--- src/rtl/huff_tx_sched.sv ---
// Huffman serial output scheduler: snapshots the code table on Start, then
// expands each accepted symbol into its codeword, MSB-first, one bit per clock.
module huff_tx_sched #(
  parameter int unsigned CNT_W = 16
) (
  input  logic             Clk_in,
  input  logic             n_Rst,
  input  logic             Start,
  input  logic [12:0]      Code0,
  input  logic [12:0]      Code1,
  input  logic [12:0]      Code2,
  input  logic [12:0]      Code3,
  input  logic [12:0]      Code4,
  input  logic [12:0]      Code5,
  input  logic [12:0]      Code6,
  input  logic [12:0]      Code7,
  input  logic [12:0]      Code8,
  input  logic [12:0]      Code9,
  input  logic [3:0]       Sym,
  input  logic             Sym_vld,
  input  logic             Sym_last,
  output logic             Sym_rdy,
  output logic             Bit_out,
  output logic             Bit_vld,
  output logic             Fin,
  output logic             Err,
  output logic             Busy,
  output logic [CNT_W-1:0] Total_bits,
  output logic [2:0]       State
);

  typedef enum logic [2:0] {
    S_IDLE  = 3'd0,
    S_FETCH = 3'd1,
    S_SHIFT = 3'd2,
    S_DONE  = 3'd3,
    S_ERR   = 3'd4
  } state_t;

  state_t      state_q, state_d;
  logic [12:0] code_in [10];
  logic [12:0] tbl_q   [10];
  logic [12:0] entry;
  logic [3:0]  ent_len;
  logic [8:0]  code_q;
  logic [3:0]  idx_q;
  logic        last_q;
  logic        start_acc, sym_ok, last_bit, xfer, load, bad, step, emit;

  assign code_in[0] = Code0;
  assign code_in[1] = Code1;
  assign code_in[2] = Code2;
  assign code_in[3] = Code3;
  assign code_in[4] = Code4;
  assign code_in[5] = Code5;
  assign code_in[6] = Code6;
  assign code_in[7] = Code7;
  assign code_in[8] = Code8;
  assign code_in[9] = Code9;

  // Out-of-range symbols look up an all-zero entry, which fails the length check.
  always_comb begin
    entry = '0;
    for (int unsigned i = 0; i < 10; i++) begin
      if (Sym == 4'(i)) entry = tbl_q[i];
    end
  end

  assign ent_len   = entry[12:9];
  assign sym_ok    = (ent_len != 4'd0) && (ent_len <= 4'd9);
  assign start_acc = (state_q == S_IDLE) && Start;
  assign last_bit  = (state_q == S_SHIFT) && (idx_q == 4'd0);
  assign Sym_rdy   = (state_q == S_FETCH) || (last_bit && !last_q);
  assign xfer      = Sym_vld && Sym_rdy;
  assign load      = xfer && sym_ok;
  assign bad       = xfer && !sym_ok;
  assign step      = (state_q == S_SHIFT) && (idx_q != 4'd0);
  assign emit      = load || step;

  assign Fin   = (state_q == S_DONE);
  assign Busy  = (state_q != S_IDLE);
  assign State = state_q;

  always_ff @(posedge Clk_in or negedge n_Rst) begin
    if (!n_Rst) state_q <= S_IDLE;
    else        state_q <= state_d;
  end

  always_comb begin
    state_d = state_q;
    case (state_q)
      S_IDLE:  if (Start) state_d = S_FETCH;
      S_FETCH: begin
        if (load)     state_d = S_SHIFT;
        else if (bad) state_d = S_ERR;
      end
      S_SHIFT: begin
        if (idx_q == 4'd0) begin
          if (last_q)    state_d = S_DONE;
          else if (load) state_d = S_SHIFT;
          else if (bad)  state_d = S_ERR;
          else           state_d = S_FETCH;
        end
      end
      S_DONE:  state_d = S_IDLE;
      S_ERR:   state_d = S_IDLE;
      default: state_d = S_IDLE;
    endcase
  end

  always_ff @(posedge Clk_in or negedge n_Rst) begin
    if (!n_Rst) begin
      for (int unsigned i = 0; i < 10; i++) tbl_q[i] <= '0;
    end else if (start_acc) begin
      for (int unsigned i = 0; i < 10; i++) tbl_q[i] <= code_in[i];
    end
  end

  // Bit_out is registered: the first bit of a symbol is presented on the
  // edge that accepts it, so idx_q always names the bit currently on the line.
  always_ff @(posedge Clk_in or negedge n_Rst) begin
    if (!n_Rst) begin
      code_q     <= '0;
      idx_q      <= '0;
      last_q     <= 1'b0;
      Bit_out    <= 1'b0;
      Bit_vld    <= 1'b0;
      Total_bits <= '0;
      Err        <= 1'b0;
    end else begin
      Bit_vld <= emit;
      if (load) begin
        code_q  <= entry[8:0];
        idx_q   <= ent_len - 4'd1;
        last_q  <= Sym_last;
        Bit_out <= entry[ent_len - 4'd1];
      end else if (step) begin
        idx_q   <= idx_q - 4'd1;
        Bit_out <= code_q[idx_q - 4'd1];
      end else begin
        Bit_out <= 1'b0;
      end
      if (start_acc)
        Total_bits <= '0;
      else if (emit && (Total_bits != '1))
        Total_bits <= Total_bits + CNT_W'(1);
      if (start_acc) Err <= 1'b0;
      else if (bad)  Err <= 1'b1;
    end
  end

endmodule

--- config.mk ---
export PLATFORM = sky130hd
export DESIGN_NAME = huff_tx_sched
export DESIGN_NICKNAME = d
export VERILOG_FILES = /design/src/rtl/huff_tx_sched.sv
export SDC_FILE = /design/constraint.sdc
export NUM_CORES = 1
export LEC_CHECK = 0
export BUFFER_PORTS_ARGS = -buffer_cell sky130_fd_sc_hd__buf_2
export CORE_ASPECT_RATIO = 1.5
export CORE_MARGIN = 1
export CORE_UTILIZATION = 48
export DETAILED_ROUTE_END_ITERATION = 10
export GPL_ROUTABILITY_DRIVEN = 1
export GPL_TIMING_DRIVEN = 0
export PLACE_DENSITY = 0.74
export SLEW_MARGIN = 20
export SYNTH_ARGS = -nofsm -noshare
export SYNTH_HDL_FRONTEND = slang
export SYNTH_SLANG_ARGS = --single-unit
export TNS_END_PERCENT = 20
--- constraint.sdc ---
create_clock -name Clk_in -period 3.3 [get_ports Clk_in]
set_clock_uncertainty 0.2 [all_clocks]
set_input_delay 0.66 -clock Clk_in [delete_from_list [all_inputs] [get_ports Clk_in]]
set_output_delay 0.66 -clock Clk_in [all_outputs]
set_load 0.05 [all_outputs]
==> flow_summary.yaml <==
critical_path:
  endpoint_kind: "flip-flop"
  crit_type: "in2reg"
  start_kind: "input pin"
  worstPathRequired_ns: 3.47
  crit_fanout: 10
  arrival_ns: 3.46
place:
  dpl_worst_slack_ns: -1.07
  dpl_cell_area_um2: 9670
  gp_congestion: 0.955
  hpwl_um: 19100
  port_buffers: 162
  dp_cells: 1365
layout:
  diodes: 0
  area_growth_syn_to_layout_pct: 26.0
  drive_above_1_share_pct: 23.8
  layout_commonest_cell: "nand2_1"
  final_area_um2: 10600
  nFillCells: 1540
  final_core_util_pct: 61.5
  layout.nets: 1331
  stdcell_count: 1412
  mostFrequentLayoutCells: "nand2_1 (452), dfrtp_1 (166), buf_2 (165)"
sta:
  max_slew_margin_pct: 50.2
  period_share_pct: 99.8
  worst_pin_slew_ns: 0.744
  tns_ns: 0
  min_period_ns: 3.29
  rsz0062_at_grt: "yes"
  hold_viol: 18
  clock.fmax_mhz: 304
  slew_violations: 0
  final-setup-viol-count: 0
  hold_ws_ns: -0.0167
  finalWorstSetupSlack_ns: 0.00811
synth:
  synth_edf_count: 0
  ys.flop_type: "dfrtp_1"
  synth_nets: 1134
  synth_cell_types: 76
  synth-seq-cells: 166
  avgSynthCellArea_um2: 8.53
  synthesis.area_um2: 8430
  syn_inst: 989
  async_flop_share_pct: 100
  yosysWarnings: 0
  yosysSeqAreaShare_pct: 49.3
clocking:
  cts-htree-levels: 4
  cts_root_buffer: "clkbuf_16"
  clk_pin_slew_worst_paths_ns: 0.06
  cts-buffers-inserted: 17
  clock_sinks: 166
  clockBufferDepth: 2
  clock_latency_ns: 0.44
  cts_tree: "yes"
  postCtsHoldBufs: 0
worst_hold_path:
  min-delay-path-class: "in2async"
die:
  die_w_um: 110
  core_um2: 17300
  die-height_um: 164
  io_pins: 164
  dieArea_um2: 18100
  start_util_pct: 48.8
  fp-row-count: 59
global_route:
  grt_pass1_wl_um: 39700
  grt_max_degree: 91
  grt_overflow: 0
  grt_pass1_vias: 7683
  grtUsageTotal_pct: 30.1
  antenna_found_initial: 0
pwr:
  p_leak_nw: 5.39
  fin_total_pwr_mw: 8.95
  powerDensity_nw_per_um2: 843
  p_switching_mw: 3.60
  seq_power_share_pct: 39.8
  irDropWorstVdd_v: 0.000699
  p_comb_share_pct: 37.3
  pwr-share-clk_pct: 22.9
  switching_share_pct: 40.2
  p_int_mw: 5.36
route:
  antenna_violating_nets_post_route: 0
  drt_pre_antenna_iters: 5
  drt_iter0_drc: 687
  vias: 7905
  wl_per_cell_um: 18.3
  via_per_inst: 5.60
  wl_um: 25800
  drc_errors: 0
job:
  cap_violations: 0
run_status:
  violations: "hold timing"
  status: "finished with violations"
==> area by class of cell <==
| class | count | area (um2) | area share (%) |
|---|---|---|---|
| Buffer | 56 | 377 | 3.54 |
| Clock buffer | 21 | 450 | 4.24 |
| Clock inverter | 11 | 151 | 1.43 |
| Inverter | 21 | 81.3 | 0.766 |
| Multi-Input combinational cell | 743 | 4150 | 39.1 |
| Sequential cell | 166 | 4150 | 39.1 |
| Tap cell | 213 | 267 | 2.51 |
| Timing Repair Buffer | 181 | 995 | 9.36 |
==> synth_stat cells (3+ instances only) <==
master    count  area, um2
nor3_1        5       25.0
nand2b_1     11       68.8
clkbuf_1     40        150
o221ai_1      3       26.3
dfrtp_1     166       4150
nand2_1     453       1700
a31oi_1       5       31.3
and3b_1       5       43.8
o211ai_1      3       22.5
a221oi_1      7       61.3
o22ai_1      14       87.6
mux2i_1      27        270
inv_1        21       78.8
o21ai_0      18       90.1
buf_1         8       30.0
xor2_1        3       26.3
o22a_1        3       26.3
nor3b_1       7       52.6
ha_1          6       75.1
a21oi_1      30        150
a211oi_1      6       45.0
and4b_1       3       30.0
mux2_2       10        113
and3_1        4       25.0
nand3_1       9       45.0
buf_2        11       55.1
nor2_1       17       63.8
and2_1        3       18.8
nor2b_1       6       37.5
a22oi_1       3       22.5
or3_1         5       31.3
a21o_1        6       45.0
o31ai_1       3       22.5
mux4_2        7        158
nand4_1       4       25.0
==> cell families (layout without fill, tap and decap cells) <==
| logic type | count (synthesis) | count (layout) | synth area share, % |
|---|---|---|---|
| buf+inv | 81 | 290 | 3.81 |
| simple gates | 555 | 555 | 28.0 |
| mux | 44 | 44 | 6.41 |
| fa+ha+maj | 6 | 6 | 0.890 |
| xor+xnor | 5 | 5 | 0.519 |
| compound gates | 132 | 133 | 11.1 |
| flops | 166 | 166 | 49.3 |
==> path summary, 6_finish.rpt <==
check / startpoint / cells past startpoint / slack (ns) / endpoint
min in group Clk_in: Code3[3] / 3 / 0.21 / tbl_q[81]
min reg2reg: tbl_q[70] / 2 / 0.27 / tbl_q[70]
max in group asynchronous: n_Rst / 2 / 2.09 / tbl_q[71]
min: n_Rst / 1 / -0.02 / tbl_q[15]
max reg2reg: tbl_q[126] / 11 / 0.03 / Total_bits[14]
max: Sym[0] / 13 / 0.008 / Total_bits[14]
==> metal layers <==
metal  vias up  track usage [%]  wire length, um
met5         -                0                0
met4         0             21.6             1820
met3        98             5.44             1350
met2       346             49.4            12800
met1      3745             34.9             9780
li1       3716                -                -
==> state kept, by name, summed over array words and instances (netlist names) <==
register    flops
idx_q           4
code_q          9
Bit_out         1
last_q          1
Total_bits     16
Bit_vld         1
State           3
tbl_q         130
Err             1
==> timing repair <==
action                                 CTS  global route
cloned                                   2             0
endpoints found under the hold margin    0             0
buffers inserted                        14             3
gates resized for setup                 49            14
pin swaps                               11             9
setup endpoints to repair               35            31
==> power by group through the flow <==
| stage | clock network (mW) | registers [mW] | logic (mW) |
|---|---|---|---|
| floorplan | 0 | 3.46 | 2.19 |
| global placement | 0 | 3.54 | 3.11 |
| detailed placement | 0 | 3.56 | 3.20 |
| CTS | 2.07 | 3.55 | 3.31 |
| global route | 2.16 | 3.64 | 3.73 |
| finish | 2.05 | 3.56 | 3.34 |
==> critical path, stage by stage <==
cell and delay [ns]:
buf_6 0.14, buf_8 0.14, buf_8 0.14, clkbuf_16 0.17, mux2i_4 0.26, o22ai_2 0.13, o21bai_4 0.23, ha_2 0.21
nor2_2 0.04, or4_4 0.46, a21o_4 0.26, a2111oi_2 0.42, o211a_1 0.20
No activity file was read; power rests on OpenSTA's default activity.
